File: src/rtl/pwm_capture_pkg.sv
// Shared definitions for the PWM capture block: FSM encodings and duty scale.
package pwm_capture_pkg;

   typedef enum logic [1:0] {
      ST_IDLE = 2'd0,
      ST_HIGH = 2'd1,
      ST_LOW  = 2'd2
   } state_t;

   localparam int DUTY_W     = 10;
   localparam int DUTY_SCALE = 1024;

endpackage

File: src/rtl/pwm_duty_div.sv
// Restoring divider: quotient = floor(dividend * DUTY_SCALE / divisor), one bit per clock.
// Assumes dividend < divisor. The first bit is resolved on the start edge, so done fires DUTY_W cycles after start.
module pwm_duty_div
   import pwm_capture_pkg::*;
#(
   parameter int CNT_W = 20
) (
   input  logic              clk,
   input  logic              reset,
   input  logic              start,
   input  logic [CNT_W-1:0]  dividend,
   input  logic [CNT_W-1:0]  divisor,
   output logic [DUTY_W-1:0] quotient,
   output logic              done
);

   localparam int STEP_W = $clog2(DUTY_W + 1);

   logic              busy_reg;
   logic [STEP_W-1:0] step_reg;
   logic [CNT_W-1:0]  rem_reg;
   logic [CNT_W-1:0]  div_reg;
   logic [DUTY_W-1:0] q_reg;

   logic [CNT_W:0]    rem_sh;
   logic [CNT_W:0]    diff;
   logic [CNT_W-1:0]  step_div;
   logic              q_bit;
   logic [CNT_W-1:0]  rem_next;
   logic [DUTY_W-1:0] q_next;

   // A start always overrides an in-flight division, so aborted results never reach quotient.
   always_comb begin
      step_div = start ? divisor : div_reg;
      rem_sh   = start ? {dividend, 1'b0} : {rem_reg, 1'b0};
      diff     = rem_sh - {1'b0, step_div};
      q_bit    = (rem_sh >= {1'b0, step_div});
      rem_next = q_bit ? diff[CNT_W-1:0] : rem_sh[CNT_W-1:0];
      q_next   = start ? {{(DUTY_W-1){1'b0}}, q_bit} : {q_reg[DUTY_W-2:0], q_bit};
   end

   always_ff @(posedge clk) begin
      if (reset) begin
         busy_reg <= 1'b0;
         step_reg <= '0;
         rem_reg  <= '0;
         div_reg  <= '0;
         q_reg    <= '0;
         quotient <= '0;
         done     <= 1'b0;
      end else begin
         done <= 1'b0;
         if (start) begin
            busy_reg <= 1'b1;
            step_reg <= STEP_W'(1);
            rem_reg  <= rem_next;
            div_reg  <= divisor;
            q_reg    <= q_next;
         end else if (busy_reg) begin
            rem_reg  <= rem_next;
            q_reg    <= q_next;
            step_reg <= step_reg + STEP_W'(1);
            if (step_reg == STEP_W'(DUTY_W - 1)) begin
               busy_reg <= 1'b0;
               quotient <= q_next;
               done     <= 1'b1;
            end
         end
      end
   end

endmodule

File: src/rtl/pwm_capture.sv
// Measures high time and period of an asynchronous PWM input, with stuck-input detection.
// Define PWM_CAPTURE_DUTY_EN to add the duty-cycle divider; otherwise duty/duty_valid read 0.
module pwm_capture
   import pwm_capture_pkg::*;
#(
   parameter int CNT_W       = 20,
   parameter int TIMEOUT_CYC = 1000000
) (
   input  logic              clk,
   input  logic              reset,
   input  logic              pwm_in,
   output logic [CNT_W-1:0]  high_time,
   output logic [CNT_W-1:0]  period,
   output logic              meas_valid,
   output logic [DUTY_W-1:0] duty,
   output logic              duty_valid,
   output logic              stuck,
   output logic              stuck_level
);

   localparam logic [CNT_W-1:0] CNT_MAX      = '1;
   localparam logic [CNT_W-1:0] TIMEOUT_LAST = CNT_W'(TIMEOUT_CYC - 1);
   localparam logic [CNT_W-1:0] TIMEOUT_HOLD = CNT_W'(TIMEOUT_CYC);

   function automatic logic [CNT_W-1:0] inc_sat(input logic [CNT_W-1:0] v);
      return (v == CNT_MAX) ? v : v + CNT_W'(1);
   endfunction

   logic             sync1_reg, sync2_reg, hist_reg;
   logic             rise, fall, any_edge, timeout;
   state_t           state_reg, state_next;
   logic [CNT_W-1:0] hcnt_reg, hcnt_next;
   logic [CNT_W-1:0] pcnt_reg, pcnt_next;
   logic [CNT_W-1:0] idle_cnt_reg;
   logic             latch;
   logic [CNT_W-1:0] high_time_reg, period_reg;
   logic             meas_valid_reg, stuck_reg, stuck_level_reg;

   assign rise     = sync2_reg & ~hist_reg;
   assign fall     = ~sync2_reg & hist_reg;
   assign any_edge = rise | fall;
   // An edge in the same cycle always wins over the timeout.
   assign timeout  = ~any_edge && (idle_cnt_reg == TIMEOUT_LAST);

   always_comb begin
      state_next = state_reg;
      hcnt_next  = hcnt_reg;
      pcnt_next  = pcnt_reg;
      latch      = 1'b0;
      case (state_reg)
         ST_IDLE: begin
            if (rise) begin
               state_next = ST_HIGH;
               hcnt_next  = CNT_W'(1);
               pcnt_next  = CNT_W'(1);
            end
         end
         ST_HIGH: begin
            pcnt_next = inc_sat(pcnt_reg);
            if (fall) state_next = ST_LOW;
            else      hcnt_next  = inc_sat(hcnt_reg);
         end
         ST_LOW: begin
            if (rise) begin
               latch      = 1'b1;
               state_next = ST_HIGH;
               hcnt_next  = CNT_W'(1);
               pcnt_next  = CNT_W'(1);
            end else begin
               pcnt_next = inc_sat(pcnt_reg);
            end
         end
         default: state_next = ST_IDLE;
      endcase
      if (timeout) begin
         state_next = ST_IDLE;
         hcnt_next  = '0;
         pcnt_next  = '0;
      end
   end

   always_ff @(posedge clk) begin
      if (reset) begin
         sync1_reg       <= 1'b0;
         sync2_reg       <= 1'b0;
         hist_reg        <= 1'b0;
         state_reg       <= ST_IDLE;
         hcnt_reg        <= '0;
         pcnt_reg        <= '0;
         idle_cnt_reg    <= '0;
         high_time_reg   <= '0;
         period_reg      <= '0;
         meas_valid_reg  <= 1'b0;
         stuck_reg       <= 1'b0;
         stuck_level_reg <= 1'b0;
      end else begin
         sync1_reg      <= pwm_in;
         sync2_reg      <= sync1_reg;
         hist_reg       <= sync2_reg;
         state_reg      <= state_next;
         hcnt_reg       <= hcnt_next;
         pcnt_reg       <= pcnt_next;
         meas_valid_reg <= latch;
         if (latch) begin
            high_time_reg <= hcnt_reg;
            period_reg    <= pcnt_reg;
         end
         // Edge-free counter parks at TIMEOUT_CYC so the timeout fires only once.
         if (any_edge)
            idle_cnt_reg <= '0;
         else if (idle_cnt_reg != TIMEOUT_HOLD)
            idle_cnt_reg <= idle_cnt_reg + CNT_W'(1);
         if (any_edge) begin
            stuck_reg <= 1'b0;
         end else if (timeout) begin
            stuck_reg       <= 1'b1;
            stuck_level_reg <= sync2_reg;
         end
      end
   end

   assign high_time   = high_time_reg;
   assign period      = period_reg;
   assign meas_valid  = meas_valid_reg;
   assign stuck       = stuck_reg;
   assign stuck_level = stuck_level_reg;

`ifdef PWM_CAPTURE_DUTY_EN
   logic div_start;
   assign div_start = meas_valid_reg && (period_reg != '0);

   pwm_duty_div #(
      .CNT_W (CNT_W)
   ) u_div (
      .clk      (clk),
      .reset    (reset),
      .start    (div_start),
      .dividend (high_time_reg),
      .divisor  (period_reg),
      .quotient (duty),
      .done     (duty_valid)
   );
`else
   assign duty       = '0;
   assign duty_valid = 1'b0;
`endif

endmodule
File: config.mk
export PLATFORM = sky130hd
export DESIGN_NAME = pwm_capture
export DESIGN_NICKNAME = d
export VERILOG_FILES = /design/src/rtl/pwm_capture_pkg.sv /design/src/rtl/pwm_duty_div.sv /design/src/rtl/pwm_capture.sv
export SDC_FILE = /design/constraint.sdc
export NUM_CORES = 1
export LEC_CHECK = 0
export ABC_AREA = 1
export CORE_ASPECT_RATIO = 0.5
export CORE_MARGIN = 2
export CORE_UTILIZATION = 40
export CTS_CLUSTER_DIAMETER = 80
export DETAILED_ROUTE_END_ITERATION = 12
export PLACE_DENSITY = 0.64
export SLEW_MARGIN = 5
export SYNTH_ARGS = -nofsm -noshare
export SYNTH_HDL_FRONTEND = slang
export SYNTH_HIERARCHICAL = 1
export SYNTH_SLANG_ARGS = --single-unit
File: constraint.sdc
create_clock -name clk -period 2.3 [get_ports clk]
set_input_delay 0.46 -clock clk [delete_from_list [all_inputs] [get_ports clk]]
set_output_delay 0.46 -clock clk [all_outputs]
set_load 0.1 [all_outputs]
==> results of run 1 <==
cells by family after synthesis:
family,after synthesis,share of synthesized area (%)
flops,108,41.6
compound gates,149,14.7
xor+xnor,15,2.53
simple gates,326,28.8
other cells,1,0.0721
fa+ha+maj,10,2.41
buf+inv,115,9.88
tightest hold or removal path, cell delays in order, from the launching register on:
cell	delay [ns]
dfxtp_1	0.30
inv_1	0.04
nor2_1	0.03
final timing paths:
kind	end	slack, ns	depth (start not counted)
hold reg to reg	sync2_reg	0.41	2
setup / recovery	pcnt_reg[10]	0.32	9
setup reg to reg	pcnt_reg[10]	0.32	9
hold / removal	sync2_reg	0.41	2
stage by stage:
step	cells	worst slack, ns	power (mW)	instance area [sq um]
floorplan	734	0.600	2.71	5240
global placement	929	0.359	2.88	5700
detailed placement	929	0.331	2.88	5700
CTS	945	0.323	4.33	5970
global route	945	0.0757	4.51	5970
finish	945	0.318	4.29	5970
final cells by class:
| cell class | instances | area [sq um] |
|---|---|---|
| Multi-Input combinational cell | 511 | 2560 |
| Clock buffer | 11 | 243 |
| Fill cell | 1270 | 6690 |
| Clock inverter | 5 | 35.0 |
| Tap cell | 170 | 213 |
| Sequential cell | 108 | 2160 |
| Timing Repair Buffer | 57 | 445 |
| Inverter | 83 | 312 |
cells in the final DEF, fill, tap and decap left out, types with 3 or more instances in the layout:
cell type    n
inv_1       81
dfxtp_1    108
conb_1      11
a211oi_1     3
or2_2        6
ha_1        10
o21ai_0     60
buf_4       54
nor2_4       5
nand4_1     22
nand2_1    122
nand2_2      3
nand3_1     38
nand3_2      5
nor2_2       5
xor2_1      13
a21oi_1     80
clkbuf_16    9
nor2_1      97
nor3_1      14
power breakdown:
part	switching, mW	leakage (nW)	total, mW	internal, mW
logic	0.646	1.18	0.871	0.224
registers	0.0481	0.872	1.97	1.92
clock network	0.684	0.136	1.45	0.767
total	1.38	2.18	4.29	2.91
layer usage:
layer  global-route usage (%)  up-vias  wire (um)  part of all wire (%)
li1                         -     2446          -                     -
met2                     27.1       86       5190                    44
met3                     3.75       13        460                   3.9
met1                     24.1     2140       5880                    50
met5                        0        -          0                     0
met4                     4.43        0        136                   1.2
==> out/qor.csv, run 1 <==
stage,metric,value,unit
yosys,synth_area_leader_cell,dfxtp_1,
yosys,async_flop_share,0,%
clock_tree,numCtsBuffers,9,
clock_tree,cts.clk_slew.worst_paths,0.07,ns
grt,grt_overflow_total,0,
die,ios,57,
critical_path,cp.arrival,2.26,ns
yosys,yosysUniqueCellTypes,35,
timing,setup_viol,0,
power,p_per_area,718,nW/um^2
yosys,synth_top_area_share,41.6,%
grt,antenna_found_initial,0,
power,p_leak,2.18,nW
clock_tree,cts.path.max_buffers,2,
layout,drive_gt1_share,12.8,%
drt,drt-initial-drc-count,292,
die,num_rows,29,
die,initial_core_util,41.1,%
timing,timing.final.crit_share,86.2,%
clock_tree,clock-sinks,108,
layout,area_growth,14.8,%
clock_tree,cts_resized,0,
grt,grt.total_usage,17.3,%
die,die-height,84.6,um
timing,relSlewSlack,63.5,%
hold_path,hp-class,reg -> reg,
die,coreArea,12700,sq um
critical_path,crit_chain,inv_1 > ha_1 > inv_1 > or2_2 > nand2_1 > nand3_2 > inv_1 > o21ai_0 > a21oi_1,
critical_path,end_kind,register,
critical_path,critPathKind,reg -> reg,
yosys,syn_area,5200,sq um
timing,max_freq,505,MHz
grt,grt_max_degree,45,
placed_design,place.gp.congestion,0.877,
yosys,synth_edf_count,0,
drt,drt_first_pass_iters,5,
critical_path,crit_top_cell,inv_1,
clock_tree,cts_root_buf,clkbuf_16,
placed_design,dpl.hpwl,8.70,mm
clock_tree,cts_hold_buf,0,
critical_path,critPathTopFamily,simple AND/OR/NAND/NOR gates,
grt,grt_pass1_wl,19.7,mm
layout,diodes,0,
layout,final_util,47.2,%
timing,grt_setup_unrepaired,false,
layout,layout.nets,783,
yosys,postSynthCellCount,724,
timing,whs,0.407,ns
critical_path,cpMaxStageDelayCell,dfxtp_1,
yosys,synth_area_per_cell,7.19,sq um
timing,hold_violations,0,
yosys,ys_top_cells_by_count,"nand2_1 (122), dfxtp_1 (108), nor2_1 (97), inv_1 (82), a21oi_1 (80)",
yosys,synth-seq-cells,108,
timing,worstMarginPinSlew,0.542,ns
yosys,synth.yosys.seq_area_share,41.6,%
critical_path,slowest_delay,0.39,ns
timing,final.min_clock_period,1.98,ns
power,ir_drop,316,uV
grt,grt_pass1_vias,4234,
run,drv_cap,0,
drt,drc_errors,0,
critical_path,start_kind,register,
clock_tree,htree_levels,3,
timing,final.setup.tns,0,ns
drt,num_vias,4685,
drt,wl,11.7,mm
placed_design,io_buffer_count,45,
timing,drv_slew,0,
drt,wl_per_cell,12.3,um
critical_path,timing.rr.start,state_reg[0],
critical_path,worst-path-buf-inv,3,
drt,antenna_left,0,
clock_tree,postCtsSetupBuffers,0,
drt,via_per_inst,4.96,
clock_tree,cts_tree,built,
die,die_area,14000,sq um
yosys,synth-main-ff-cell,dfxtp_1,
yosys,yosys_warnings,6,
yosys,synth.most_common_cell,nand2_1,
yosys,synth.area.top_cells,"dfxtp_1 (42%), nand2_1 (8.8%), a21oi_1 (7.7%)",
critical_path,worstPathRequired,2.58,ns
outcome,status,finished clean,
die,die_w,165,um
critical_path,cp-startpoint,state_reg[0],
hold_path,hold_start,sync1_reg,
clock_tree,clk_latency,0.35,ns
timing,clock_skew,0.0163,ns
critical_path,crit_fanout,9,
Power figures use the tool's default switching activity.
==> run 2: changes to the inputs <==
- CORE_MARGIN: 2 -> 8
- PLACE_DENSITY: 0.64 -> 0.58
==> out/qor.csv, run 2 (synthesized netlist as in run 1, its figures left out) <==
stage,metric,value,unit
hold_path,holdPathEnd,sync2_reg,
grt,grt_pass1_wl,20.6,mm
critical_path,cp.arrival,2.26,ns
layout,area_growth,15.4,%
hold_path,hp-class,reg -> reg,
die,die_w,177,um
die,ios,57,
hold_path,hold_path_depth,2,
layout,final_cell_mix,"nand2_1 (122), dfxtp_1 (108), nor2_1 (97)",
drt,drc_errors,0,
placed_design,place.gp.congestion,0.863,
clock_tree,htree_levels,3,
critical_path,critPathKind,reg -> reg,
critical_path,r2r_slack,0.33,ns
timing,final.min_clock_period,1.97,ns
clock_tree,postCtsSetupBuffers,0,
grt,grt_overflow_total,0,
grt,grt_max_degree,41,
timing,hold_violations,0,
layout,mostFrequentLayoutCell,nand2_1,
critical_path,r2r_end,pcnt_reg[5],
clock_tree,cts.path.max_buffers,2,
die,coreArea,12700,sq um
clock_tree,numCtsBuffers,9,
drt,num_vias,4586,
placed_design,numPlacedInstances,929,
drt,drt-initial-drc-count,258,
power,p_per_area,730,nW/um^2
critical_path,start_kind,register,
layout,drive_gt1_share,12.9,%
timing,drv_slew,0,
placed_design,dpl.hpwl,9.17,mm
critical_path,worstPathRequired,2.58,ns
timing,timing.final.crit_share,85.8,%
die,die-height,96.6,um
grt,antenna_found_initial,0,
power,p_leak,2.19,nW
clock_tree,clk_latency,0.34,ns
clock_tree,cts_root_buf,clkbuf_16,
hold_path,hold_start,sync1_reg,
timing,relSlewSlack,59.3,%
outcome,status,finished clean,
clock_tree,cts.clk_slew.worst_paths,0.08,ns
timing,clock_skew,0.0110,ns
timing,setup_viol,0,
timing,max_freq,507,MHz
timing,worstMarginPinSlew,0.605,ns
clock_tree,cts_hold_buf,0,
drt,wl_per_cell,12.8,um
placed_design,io_buffer_count,45,
die,num_rows,29,
clock_tree,clock-sinks,108,
layout,diodes,0,
die,die_area,17100,sq um
timing,final.setup.tns,0,ns
critical_path,timing.rr.start,pcnt_reg[0],
critical_path,rr_worst_depth,11,
clock_tree,cts_tree,built,
grt,grt.total_usage,14.1,%
die,initial_core_util,41.0,%
drt,antenna_left,0,
clock_tree,cts_resized,0,
power,total_power,4.39,mW
run,drv_cap,0,
drt,wl,12.1,mm
drt,drt_first_pass_iters,4,
drt,via_per_inst,4.85,
layout,layout.nets,783,
timing,grt_setup_unrepaired,false,
layout,finalNonFillerCells,945,
grt,grt_pass1_vias,4258,
critical_path,end_kind,register,
critical_path,crit_fanout,12,
power,ir_drop,344,uV
==> run 2: worst max-delay path, cell delays in order (launching register included) <==
cell and delay, ns:
dfxtp_1 0.39, ha_1 0.19, nand2_1 0.07, nor2_2 0.14, nand2_2 0.11, nor2_4 0.15, nand3_2 0.25, nand2_1 0.27
nor2_1 0.10, inv_1 0.07, o21ai_0 0.07, a21oi_1 0.12
==> run 2: metal layers <==
layer / up-vias / global-route usage [%] / share of wire (%)
met2: 68 / 23.0 / 45
met3: 4 / 3.34 / 4.3
li1: 2454 / - / -
met5: - / 0 / 0
met4: 0 / 2.99 / 0.24
met1: 2060 / 18.7 / 50
==> run 2: area by class of cell <==
class / count / area, sq um
Clock buffer: 9 / 225
Clock inverter: 7 / 75.1
Tap cell: 170 / 213
Multi-Input combinational cell: 511 / 2570
Sequential cell: 108 / 2160
Timing Repair Buffer: 57 / 445
Fill cell: 1320 / 6700
Inverter: 83 / 312
==> run 2: through the flow <==
step                utilization (%)  area, sq um  hold WS, ns  worst slack [ns]
CTS                            47.2         6000        0.410             0.267
global route                   47.3         6000        0.447            0.0735
global placement               44.8         5700        0.398             0.348
finish                         47.3         6000        0.411             0.327
floorplan                         -         5240        0.388             0.600
detailed placement             44.8         5700        0.400             0.288
==> run 2: worst max-delay path by stage <==
stage / start / endpoint / slack, ns / cells after the start
global placement: hcnt_reg[0] / hcnt_reg[10] / 0.35 / 10
floorplan: state_reg[0] / pcnt_reg[7] / 0.60 / 9
detailed placement: hcnt_reg[0] / hcnt_reg[9] / 0.29 / 10
finish: pcnt_reg[0] / pcnt_reg[5] / 0.33 / 11
CTS: hcnt_reg[0] / hcnt_reg[5] / 0.27 / 10
global route: hcnt_reg[0] / hcnt_reg[8] / 0.07 / 10
==> run 2: power by group <==
group	leakage, nW	total (mW)	switching (mW)	internal [mW]
logic	1.18	0.866	0.645	0.221
registers	0.872	1.97	0.0487	1.92
clock network	0.138	1.55	0.702	0.848
